### src/rtl/tart_readback_pkg.sv
// Shared register map and bit positions for the acquisition read-back slave.
package tart_readback_pkg;

    localparam logic [1:0] ADR_DATA    = 2'd0;
    localparam logic [1:0] ADR_LEVEL   = 2'd1;
    localparam logic [1:0] ADR_STATUS  = 2'd2;
    localparam logic [1:0] ADR_CONTROL = 2'd3;

    localparam int unsigned ST_EMPTY    = 0;
    localparam int unsigned ST_FULL     = 1;
    localparam int unsigned ST_UNDERRUN = 2;
    localparam int unsigned ST_SPI_BUSY = 7;

    localparam int unsigned CTL_EN      = 0;
    localparam int unsigned CTL_DEBUG   = 1;
    localparam int unsigned CTL_DLY_LSB = 2;
    localparam int unsigned CTL_DLY_MSB = 4;
    localparam int unsigned CTL_BITS    = 5;

endpackage

### src/rtl/tart_sample_fifo.sv
// DEPTH x SAMPLE synchronous prefetch FIFO; head is the oldest entry, visible combinationally.
module tart_sample_fifo
    import tart_readback_pkg::*;
#(
    parameter int unsigned SAMPLE = 24,
    parameter int unsigned DEPTH  = 4,
    parameter int unsigned ABITS  = 2
) (
    input  logic              clk,
    input  logic              rst,
    input  logic              push,
    input  logic [SAMPLE-1:0] din,
    input  logic              pop,
    input  logic              flush,
    output logic [SAMPLE-1:0] head_c,
    output logic [ABITS:0]    count,
    output logic              empty_c,
    output logic              full_c
);
    localparam int unsigned CW = ABITS + 1;

    logic [SAMPLE-1:0] mem [DEPTH];
    logic [ABITS-1:0]  wr_ptr;
    logic [ABITS-1:0]  rd_ptr;

    // Storage carries no reset; pointers define validity.
    always_ff @(posedge clk) begin
        if (push) begin
            mem[wr_ptr] <= din;
        end
    end

    always_ff @(posedge clk) begin
        if (rst || flush) begin
            wr_ptr <= '0;
            rd_ptr <= '0;
            count  <= '0;
        end else begin
            if (push) begin
                wr_ptr <= wr_ptr + ABITS'(1);
            end
            if (pop) begin
                rd_ptr <= rd_ptr + ABITS'(1);
            end
            if (push && !pop) begin
                count <= count + CW'(1);
            end else if (pop && !push) begin
                count <= count - CW'(1);
            end
        end
    end

    assign head_c  = mem[rd_ptr];
    assign empty_c = (count == '0);
    assign full_c  = (count == CW'(DEPTH));

endmodule

### src/rtl/tart_readback.sv
// Acquisition read-back slave: prefetches samples into a FIFO and serves them MSB-first as bus words.
module tart_readback
    import tart_readback_pkg::*;
#(
    parameter int unsigned WIDTH  = 8,
    parameter int unsigned SAMPLE = 24,
    parameter int unsigned DEPTH  = 4,
    parameter int unsigned ABITS  = 2
) (
    input  logic              clk,
    input  logic              rst,
    input  logic              cyc_i,
    input  logic              stb_i,
    input  logic              we_i,
    input  logic              bst_i,
    output logic              ack_o,
    output logic              wat_o,
    input  logic [1:0]        adr_i,
    input  logic [WIDTH-1:0]  dat_i,
    output logic [WIDTH-1:0]  dat_o,
    input  logic              data_ready,
    output logic              data_request,
    input  logic [SAMPLE-1:0] data_in,
    input  logic              spi_busy,
    output logic              aq_enabled,
    output logic              aq_debug_mode,
    output logic [2:0]        aq_sample_delay
);
    localparam int unsigned WORDS = SAMPLE / WIDTH;
    localparam int unsigned BW    = (WORDS > 1) ? $clog2(WORDS) : 1;
    localparam int unsigned CW    = ABITS + 1;

    if (SAMPLE % WIDTH != 0) begin : g_bad_sample
        $error("tart_readback: SAMPLE must be a multiple of WIDTH");
    end
    if (DEPTH < 2 || (1 << ABITS) != DEPTH) begin : g_bad_depth
        $error("tart_readback: DEPTH must be a power of two >= 2 and equal 2**ABITS");
    end
    if (WIDTH < 8) begin : g_bad_width
        $error("tart_readback: WIDTH must be at least 8");
    end

    typedef enum logic [1:0] {S_IDLE, S_WAIT, S_ACK} state_t;

    state_t              state;
    state_t              state_nx;
    logic [CTL_BITS-1:0] ctl;
    logic                underrun;
    logic                outstanding;
    logic [BW-1:0]       bidx;

    logic [SAMPLE-1:0]   fifo_head;
    logic [CW-1:0]       fifo_count;
    logic                fifo_empty;
    logic                fifo_full;

    logic                req;
    logic                accept;
    logic                is_data_rd;
    logic                push_now;
    logic                stall;
    logic                data_rd;
    logic                rd_underrun;
    logic                last_word;
    logic                do_pop;
    logic                ctl_wr;
    logic                disable_now;
    logic                bypass;
    logic [SAMPLE-1:0]   head_src;
    logic [WIDTH-1:0]    word_sel;
    logic [WIDTH-1:0]    rdata;
    logic                unused_ok;

    assign req         = cyc_i && stb_i && !ack_o;
    assign is_data_rd  = !we_i && (adr_i == ADR_DATA);
    assign push_now    = data_ready && outstanding;
    assign stall       = is_data_rd && fifo_empty && ctl[CTL_EN] && !push_now;
    assign data_rd     = accept && is_data_rd;
    assign rd_underrun = fifo_empty && !push_now;
    assign last_word   = (bidx == BW'(WORDS - 1));
    assign do_pop      = data_rd && !rd_underrun && last_word;
    assign ctl_wr      = accept && we_i && (adr_i == ADR_CONTROL);
    assign disable_now = ctl_wr && !dat_i[CTL_EN];
    // A sample arriving into an empty FIFO can be consumed whole in the same cycle.
    assign bypass      = fifo_empty && push_now && do_pop;
    assign head_src    = fifo_empty ? data_in : fifo_head;

    // Bus handshake: request, optional wait, single-cycle ack.
    always_comb begin
        state_nx = state;
        accept   = 1'b0;
        case (state)
            S_IDLE, S_WAIT: begin
                if (!req) begin
                    state_nx = S_IDLE;
                end else if (stall) begin
                    state_nx = S_WAIT;
                end else begin
                    state_nx = S_ACK;
                    accept   = 1'b1;
                end
            end
            S_ACK:   state_nx = S_IDLE;
            default: state_nx = S_IDLE;
        endcase
    end

    always_comb begin
        word_sel = '0;
        for (int unsigned i = 0; i < WORDS; i++) begin
            if (BW'(i) == bidx) begin
                word_sel = head_src[SAMPLE-1-i*WIDTH -: WIDTH];
            end
        end
    end

    always_comb begin
        rdata = '0;
        case (adr_i)
            ADR_DATA:  rdata = rd_underrun ? '0 : word_sel;
            ADR_LEVEL: rdata = WIDTH'(fifo_count);
            ADR_STATUS: begin
                rdata[ST_EMPTY]    = fifo_empty;
                rdata[ST_FULL]     = fifo_full;
                rdata[ST_UNDERRUN] = underrun;
                rdata[ST_SPI_BUSY] = spi_busy;
            end
            default:   rdata = WIDTH'(ctl);
        endcase
    end

    always_ff @(posedge clk) begin
        if (rst) begin
            state        <= S_IDLE;
            dat_o        <= '0;
            ctl          <= '0;
            underrun     <= 1'b0;
            outstanding  <= 1'b0;
            bidx         <= '0;
            data_request <= 1'b0;
        end else begin
            state        <= state_nx;
            data_request <= 1'b0;
            if (accept) begin
                dat_o <= we_i ? '0 : rdata;
            end
            if (data_rd) begin
                if (rd_underrun) begin
                    underrun <= 1'b1;
                end else begin
                    bidx <= last_word ? '0 : bidx + BW'(1);
                end
            end
            if (accept && we_i && (adr_i == ADR_STATUS) && dat_i[ST_UNDERRUN]) begin
                underrun <= 1'b0;
            end
            if (ctl_wr) begin
                ctl <= dat_i[CTL_BITS-1:0];
            end
            // One sample in flight at a time; never request into a full FIFO.
            if (push_now) begin
                outstanding <= 1'b0;
            end else if (ctl[CTL_EN] && !outstanding && !fifo_full && !disable_now) begin
                data_request <= 1'b1;
                outstanding  <= 1'b1;
            end
            if (disable_now) begin
                bidx        <= '0;
                outstanding <= 1'b0;
            end
        end
    end

    tart_sample_fifo #(
        .SAMPLE (SAMPLE),
        .DEPTH  (DEPTH),
        .ABITS  (ABITS)
    ) u_fifo (
        .clk     (clk),
        .rst     (rst),
        .push    (push_now && !bypass),
        .din     (data_in),
        .pop     (do_pop && !bypass),
        .flush   (disable_now),
        .head_c  (fifo_head),
        .count   (fifo_count),
        .empty_c (fifo_empty),
        .full_c  (fifo_full)
    );

    assign ack_o           = (state == S_ACK) && cyc_i;
    assign wat_o           = (state == S_WAIT);
    assign aq_enabled      = ctl[CTL_EN];
    assign aq_debug_mode   = ctl[CTL_DEBUG];
    assign aq_sample_delay = ctl[CTL_DLY_MSB:CTL_DLY_LSB];

    assign unused_ok = ^{bst_i, dat_i[WIDTH-1:CTL_BITS]};

endmodule

### config.mk
export PLATFORM = sky130hd
export DESIGN_NAME = tart_readback
export DESIGN_NICKNAME = d
export VERILOG_FILES = /design/src/rtl/tart_readback_pkg.sv /design/src/rtl/tart_sample_fifo.sv /design/src/rtl/tart_readback.sv
export SDC_FILE = /design/constraint.sdc
export NUM_CORES = 1
export LEC_CHECK = 0
export ABC_CLOCK_PERIOD_IN_PS = 3000
export CAP_MARGIN = 20
export CORE_ASPECT_RATIO = 0.75
export CORE_MARGIN = 2
export CORE_UTILIZATION = 25
export DETAILED_ROUTE_END_ITERATION = 10
export HOLD_SLACK_MARGIN = 0.1
export SKIP_LAST_GASP = 1
export SYNTH_ARGS = -nofsm -noshare
export SYNTH_HDL_FRONTEND = slang
export SYNTH_SLANG_ARGS = --single-unit
### constraint.sdc
create_clock -name clk -period 3 [get_ports clk]
set_input_delay 0.6 -clock clk [delete_from_list [all_inputs] [get_ports clk]]
set_output_delay 0.6 -clock clk [all_outputs]
set_load 0.005 [all_outputs]
* Word level (Yosys, flattened, before mapping)
Memory sizes are Yosys's and may differ from the RTL's. A register that Yosys moved wholly into a read port is not among the register bits.
Cells that the tools add are included.
** Word-level totals
- Input bits :: 42
- Logic and storage cells :: 101
- Memories :: 1
- RAM bits :: 96
- Flip-flop bits (word level) :: 27
- Memory bits (read-only) :: 0
- Bits in latches :: 0
** Cells by class
- Reduce and logical (&&, ||, !) cells :: 52
- $add $sub $neg :: 5
- Div/mod/pow operators :: 0
- Muxes and demuxes :: 21
- Shift-type cells :: 0
- Eq/ne operators :: 9
- Magnitude comparators :: 0
- Bitwise operators :: 3
- $mul :: 0
** Memories
- u_fifo.mem :: words 4, width 24, rd ports 1, clocked after Yosys merged registers in 1, write ports 1, RTL line tart_sample_fifo.sv:22 : logic [SAMPLE-1:0] mem [DEPTH];
** Operators with widths (count)
- 8-bit 2-to-1 mux :: 5
- 1-bit logical AND :: 26
- 24-bit 2-to-1 mux :: 1
- 1-bit logical NOT :: 11
- 2-bit OR reduction :: 5
- 3-bit case mux with 3 select lines :: 1
- 2-bit == test, second input constant :: 4
- 2-bit 2-to-1 mux :: 4
- 4-bit case mux with 2 select lines :: 1
- 2-bit by 1-bit adder with 2-bit output, second input constant :: 3
- 2-bit logical NOT :: 3
- 1-bit 2-to-1 mux :: 6
- 3-bit 2-to-1 mux :: 2
- 3-bit OR reduction :: 2
- 2-bit by 1-bit == test with 1-bit output, second input constant :: 2
- 2-bit AND reduction :: 2
- 3-bit by 1-bit adder with 3-bit output, second input constant :: 1
- 3-bit == test, second input constant :: 1
- 3-bit logical NOT :: 1
- 1-bit inverter :: 3
- 3-bit by 1-bit subtractor with 3-bit output, second input constant :: 1
- 1-bit by 2-bit == test with 1-bit output, first input constant :: 1
- 2-bit == test, first input constant :: 1
- 1-bit case mux with 2 select lines :: 1
- 2 further kinds :: 2

* Logic depth before layout (Yosys ltp)
- Word-level depth :: 18
- Gate-level depth with buffers :: 12
- Mapped depth without buffers :: 10

* Hierarchy
A second synthesis with hierarchy kept.
** Second synthesis, totals
- Cells, all modules :: 333
- Area, all modules :: 5437.7 µm²
** By module, submodules not included
- tart_sample_fifo :: area each 3938.8 µm², times used 1, sequential area each 3062.9 µm², cells an instance 171
- tart_readback :: area each 1498.9 µm², times used 1, sequential area each 400.4 µm², cells an instance 162

* Worst setup path after synthesis
OpenSTA, ideal clock, no wires.
- Kind :: input port to flip-flop
- Start point :: input port adr_i[0]
- End point :: register u_fifo.count[1]
- Stages on the path :: 8
- Slack :: 524 ps
- Setup time :: 128 ps
- Buffers on the path :: 1
- Arrival time :: 2348 ps
- Cells stage by stage :: clkbuf_1 -> nor4_2 -> a31oi_2 -> ha_1 -> inv_1 -> fa_1 -> mux2i_1 -> nor2_1
** On the way
- Cells in the longest elaborated chain, start to end :: 17
** RTL lines
- start, declared :: RTL line tart_readback.sv:18 : input logic [1:0] adr_i,
- 2-bit logical NOT (*) :: RTL line tart_readback.sv:75 : assign is_data_rd = !we_i && (adr_i == ADR_DATA);
- 1-bit logical AND (*) :: RTL line tart_readback.sv:75
- 1-bit logical AND (3 in series) :: RTL line tart_readback.sv:77 : assign stall = is_data_rd && fifo_empty && ctl[CTL_EN] && !push_now;
- 1-bit 2-to-1 mux :: RTL line tart_readback.sv:96 : end else if (stall) begin
- 1-bit 2-to-1 mux :: RTL line tart_readback.sv:94 : if (!req) begin
- 1-bit 2-to-1 mux :: RTL line tart_readback.sv:92 : case (state)
- 1-bit logical AND (*) :: RTL line tart_readback.sv:78 : assign data_rd = accept && is_data_rd;
- 1-bit logical AND (*) (2 in series) :: RTL line tart_readback.sv:81 : assign do_pop = data_rd && !rd_underrun && last_word;
- 1-bit logical AND (*) :: RTL line tart_readback.sv:85 : assign bypass = fifo_empty && push_now && do_pop;
- 1-bit logical NOT (*) :: RTL line tart_readback.sv:181 : .push (push_now && !bypass),
- 1-bit logical AND (*) :: RTL line tart_readback.sv:181
- via u_fifo.push :: RTL line tart_sample_fifo.sv:11 : input logic push,
- 1-bit logical NOT :: RTL line tart_sample_fifo.sv:47 : end else if (pop && !push) begin
- 1-bit logical AND :: RTL line tart_sample_fifo.sv:47
- 2-bit nonzero test (no source line)
- end signal, assigned :: RTL line tart_sample_fifo.sv:46 : count <= count + CW'(1);
- end signal, assigned :: RTL line tart_sample_fifo.sv:48 : count <= count - CW'(1);
- end, declared :: RTL line tart_sample_fifo.sv:16 : output logic [ABITS:0] count,
Mark *: on every way through the listed nets, which the timed path passes. The rest lies on a longest branch.
A chain may end at the register's enable or synchronous reset.

* Final worst setup path
- Start point :: input port cyc_i
- End point :: register u_fifo.count[2]
** On the way
- Cells in the longest elaborated chain, start to end :: 14
** RTL lines
- start, declared :: RTL line tart_readback.sv:12 : input logic cyc_i,
- 1-bit logical AND :: RTL line tart_readback.sv:191 : assign ack_o = (state == S_ACK) && cyc_i;
- 1-bit logical NOT :: RTL line tart_readback.sv:74 : assign req = cyc_i && stb_i && !ack_o;
- 1-bit logical AND (*) :: RTL line tart_readback.sv:74
- 1-bit 2-to-1 mux (*) :: RTL line tart_readback.sv:94
- 1-bit 2-to-1 mux (*) :: RTL line tart_readback.sv:92
- 1-bit logical AND (*) :: RTL line tart_readback.sv:78
- 1-bit logical AND (*) (2 in series) :: RTL line tart_readback.sv:81
- 1-bit logical AND (*) :: RTL line tart_readback.sv:85
- 1-bit logical NOT (*) :: RTL line tart_readback.sv:181
- 1-bit logical AND (*) :: RTL line tart_readback.sv:181
- via u_fifo.push :: RTL line tart_sample_fifo.sv:11
- 1-bit logical NOT :: RTL line tart_sample_fifo.sv:47
- 1-bit logical AND :: RTL line tart_sample_fifo.sv:47
- 2-bit nonzero test (no source line)
Marked as above.

==> impl_metrics.json <==
{
  "syn_area_per_cell_um2": 14.6,
  "outcome": "finished, final reports clean",
  "route.detailed.drc": 0,
  "io_buffers": 53,
  "grt_max_degree": 25,
  "endpoint_kind": "flip-flop",
  "clock_sinks": 125,
  "layout_common_cells": "edfxtp_1, clkdlybuf4s50_1, dfxtp_1",
  "drv_cap": 0,
  "first_iter_violations": 367,
  "cts_tree": "built",
  "yosysSeqAreaShare": 0.649,
  "clk_latency_ns": 0.42,
  "hold_class": "flip-flop to flip-flop",
  "ys.flop_type": "edfxtp_1",
  "clk_pin_slew_ns": 0.05,
  "grt_use_total": 0.119,
  "fin_nets": 487,
  "die_y_um": 130,
  "required_ns": 3.30,
  "routed_wl_um": 13100,
  "core_um2": 21100,
  "crit_type": "input port to flip-flop",
  "postCtsHoldBufs": 0,
  "fin_crit_sh": 0.806,
  "route.vias.total": 3376,
  "syn_to_final_growth_pct": 29.5,
  "synth_area_um2": 5330,
  "die_area_um2": 22500,
  "ioPinCount": 58,
  "netlist.area_leader.share": 0.540,
  "final_common_cell": "edfxtp_1",
  "nFillCells": 2079,
  "post_drt_wl_per_cell_um": 17.7,
  "grt-ovfl-total": 0,
  "p_leak_uw": 0.00221,
  "drt-vias-per-instance": 4.56,
  "synth-edff-count": 96,
  "rsz0062_at_grt": "false",
  "synth_top_area_cell": "edfxtp_1",
  "numCtsBuffers": 17,
  "clock.fmax_mhz": 414,
  "power_density_nw_per_um2": 602,
  "syn-num-nets": 414,
  "first_pass_iters": 5,
  "vdd_drop_max_v": 0.000293,
  "pre_cts_ws_ns": 0.201,
  "place_hpwl_um": 8990,
  "antenna_found_initial": 0,
  "setup_ws_ns": 0.583,
  "timing.final.crit_period_ns": 2.42,
  "num_rows": 46,
  "cts_resized": 0,
  "final_hold_viol_count": 0,
  "setup-violations-final": 0,
  "start_util": 0.253,
  "ys_seq_elements": 125,
  "synthArstFlopShare": 0,
  "yosysUniqueCellTypes": 53,
  "setup_tns_ns": 0,
  "max-slew-margin-rel": 0.576,
  "drive_gt1_frac": 0.184,
  "grt_pass1_vias": 3412,
  "root_buffer": "clkbuf_16",
  "globalplace.congestion": 0.840,
  "clock-skew-final_ns": 0.00724,
  "die_x_um": 173,
  "final-max-slew-violation-count": 0,
  "arrival_ns": 2.72,
  "worst_pin_slew_ns": 0.633,
  "worstSetupStartpointType": "input port",
  "grt_pass1_wl_um": 19900,
  "post-cts-setup-buffers": 0,
  "postSynthCellCount": 366,
  "cp_max_fo": 6,
  "ant_nets": 0,
  "yosys_warnings": 0,
  "timing.hold.ws_ns": 0.468,
  "diodes": 0,
  "cts_buffer_depth": 2,
  "synth_area_leaders": "edfxtp_1, dfxtp_1, mux4_2",
  "cts_max_level": 4
}
## cells by family (layout without fill, tap and decap cells)
group | count (synthesis) | in the layout | synth area share
muxes | 36 | 36 | 0.124
AOI/OAI and AO/OA | 66 | 66 | 0.0863
adders and majority gates | 6 | 6 | 0.0155
buffers and inverters | 29 | 115 | 0.0265
DFF | 125 | 125 | 0.649
and+or+nand+nor | 98 | 98 | 0.0887
xor gates and xnor gates | 6 | 6 | 0.00985
## report_power, final
part           switching [µW]  leakage, µW  internal [µW]  total [µW]
registers                4.50      0.00110           1870        1870
logic                    81.9     0.000833           77.5         159
clock network             740     0.000284           1390        2130
## per-layer routing
layer	vias to the layer above	wire, µm	global-route usage
li1	1559	-	-
met1	1690	6040	0.160
met2	102	6040	0.185
met3	25	740	0.0315
met4	0	251	0.0474
met5	-	0	0
## Yosys cell counts, types with 5 or more instances
master	count
mux4_2	24
mux2i_1	12
and2_1	6
o21ai_0	19
nand3_1	10
edfxtp_1	96
buf_2	5
dfxtp_1	29
clkbuf_1	12
inv_1	7
ha_1	5
nand2b_1	5
nor3_1	8
nand2_1	27
a21oi_1	14
nor2_1	27
## worst max-delay path: stages
cell             delay (ns)
clkdlybuf4s50_1        0.44
nand3b_1               0.15
nor4_2                 0.05
buf_4                  0.16
a31oi_2                0.17
ha_1                   0.22
inv_1                  0.07
fa_1                   0.38
xor2_1                 0.17
nor2_1                 0.11
xnor2_1                0.13
nor2_1                 0.06
## registers in the layout, summed over array words and instances, names as in the netlist, named ones only
register	cells
outstanding	1
dat_o	8
underrun	1
bidx	2
u_fifo.count	3
ctl	5
data_request	1
u_fifo.wr_ptr	2
u_fifo.rd_ptr	2
u_fifo.mem	96
state	2
## final cells by class
cell class	count	area [µm²]	area share
Tap cell	288	360	0.0522
Inverter	7	26.3	0.00380
Timing Repair Buffer	76	703	0.102
Sequential cell	125	3460	0.501
Clock inverter	14	191	0.0277
Multi-Input combinational cell	212	1730	0.251
Clock buffer	18	429	0.0621
## path summary, 6_finish.rpt
kind | to | start | cells after the start | slack [ns]
setup / recovery | u_fifo.count[2]$_SDFFE_PP0P_ | cyc_i | 12 | 0.58
hold / removal | dat_o[5]$_SDFFE_PP0N_ | dat_o[5]$_SDFFE_PP0N_ | 2 | 0.47
setup reg to reg | u_fifo.count[2]$_SDFFE_PP0P_ | u_fifo.count[0]$_SDFFE_PP0P_ | 10 | 0.63
hold reg to reg | dat_o[5]$_SDFFE_PP0N_ | dat_o[5]$_SDFFE_PP0N_ | 2 | 0.47
## per-stage QoR
step           total power [µW]   util  instances  instance area [µm²]
6_report                   4160  0.328        740                 6910
5_1_grt                    4290  0.328        740                 6910
4_1_cts                    4200  0.328        740                 6910
3_5_place_dp               2070  0.298        708                 6290
3_3_place_gp               2060  0.298        708                 6290
2_1_floorplan              1960      -        366                 5330
Power figures use the tool's default switching activity.
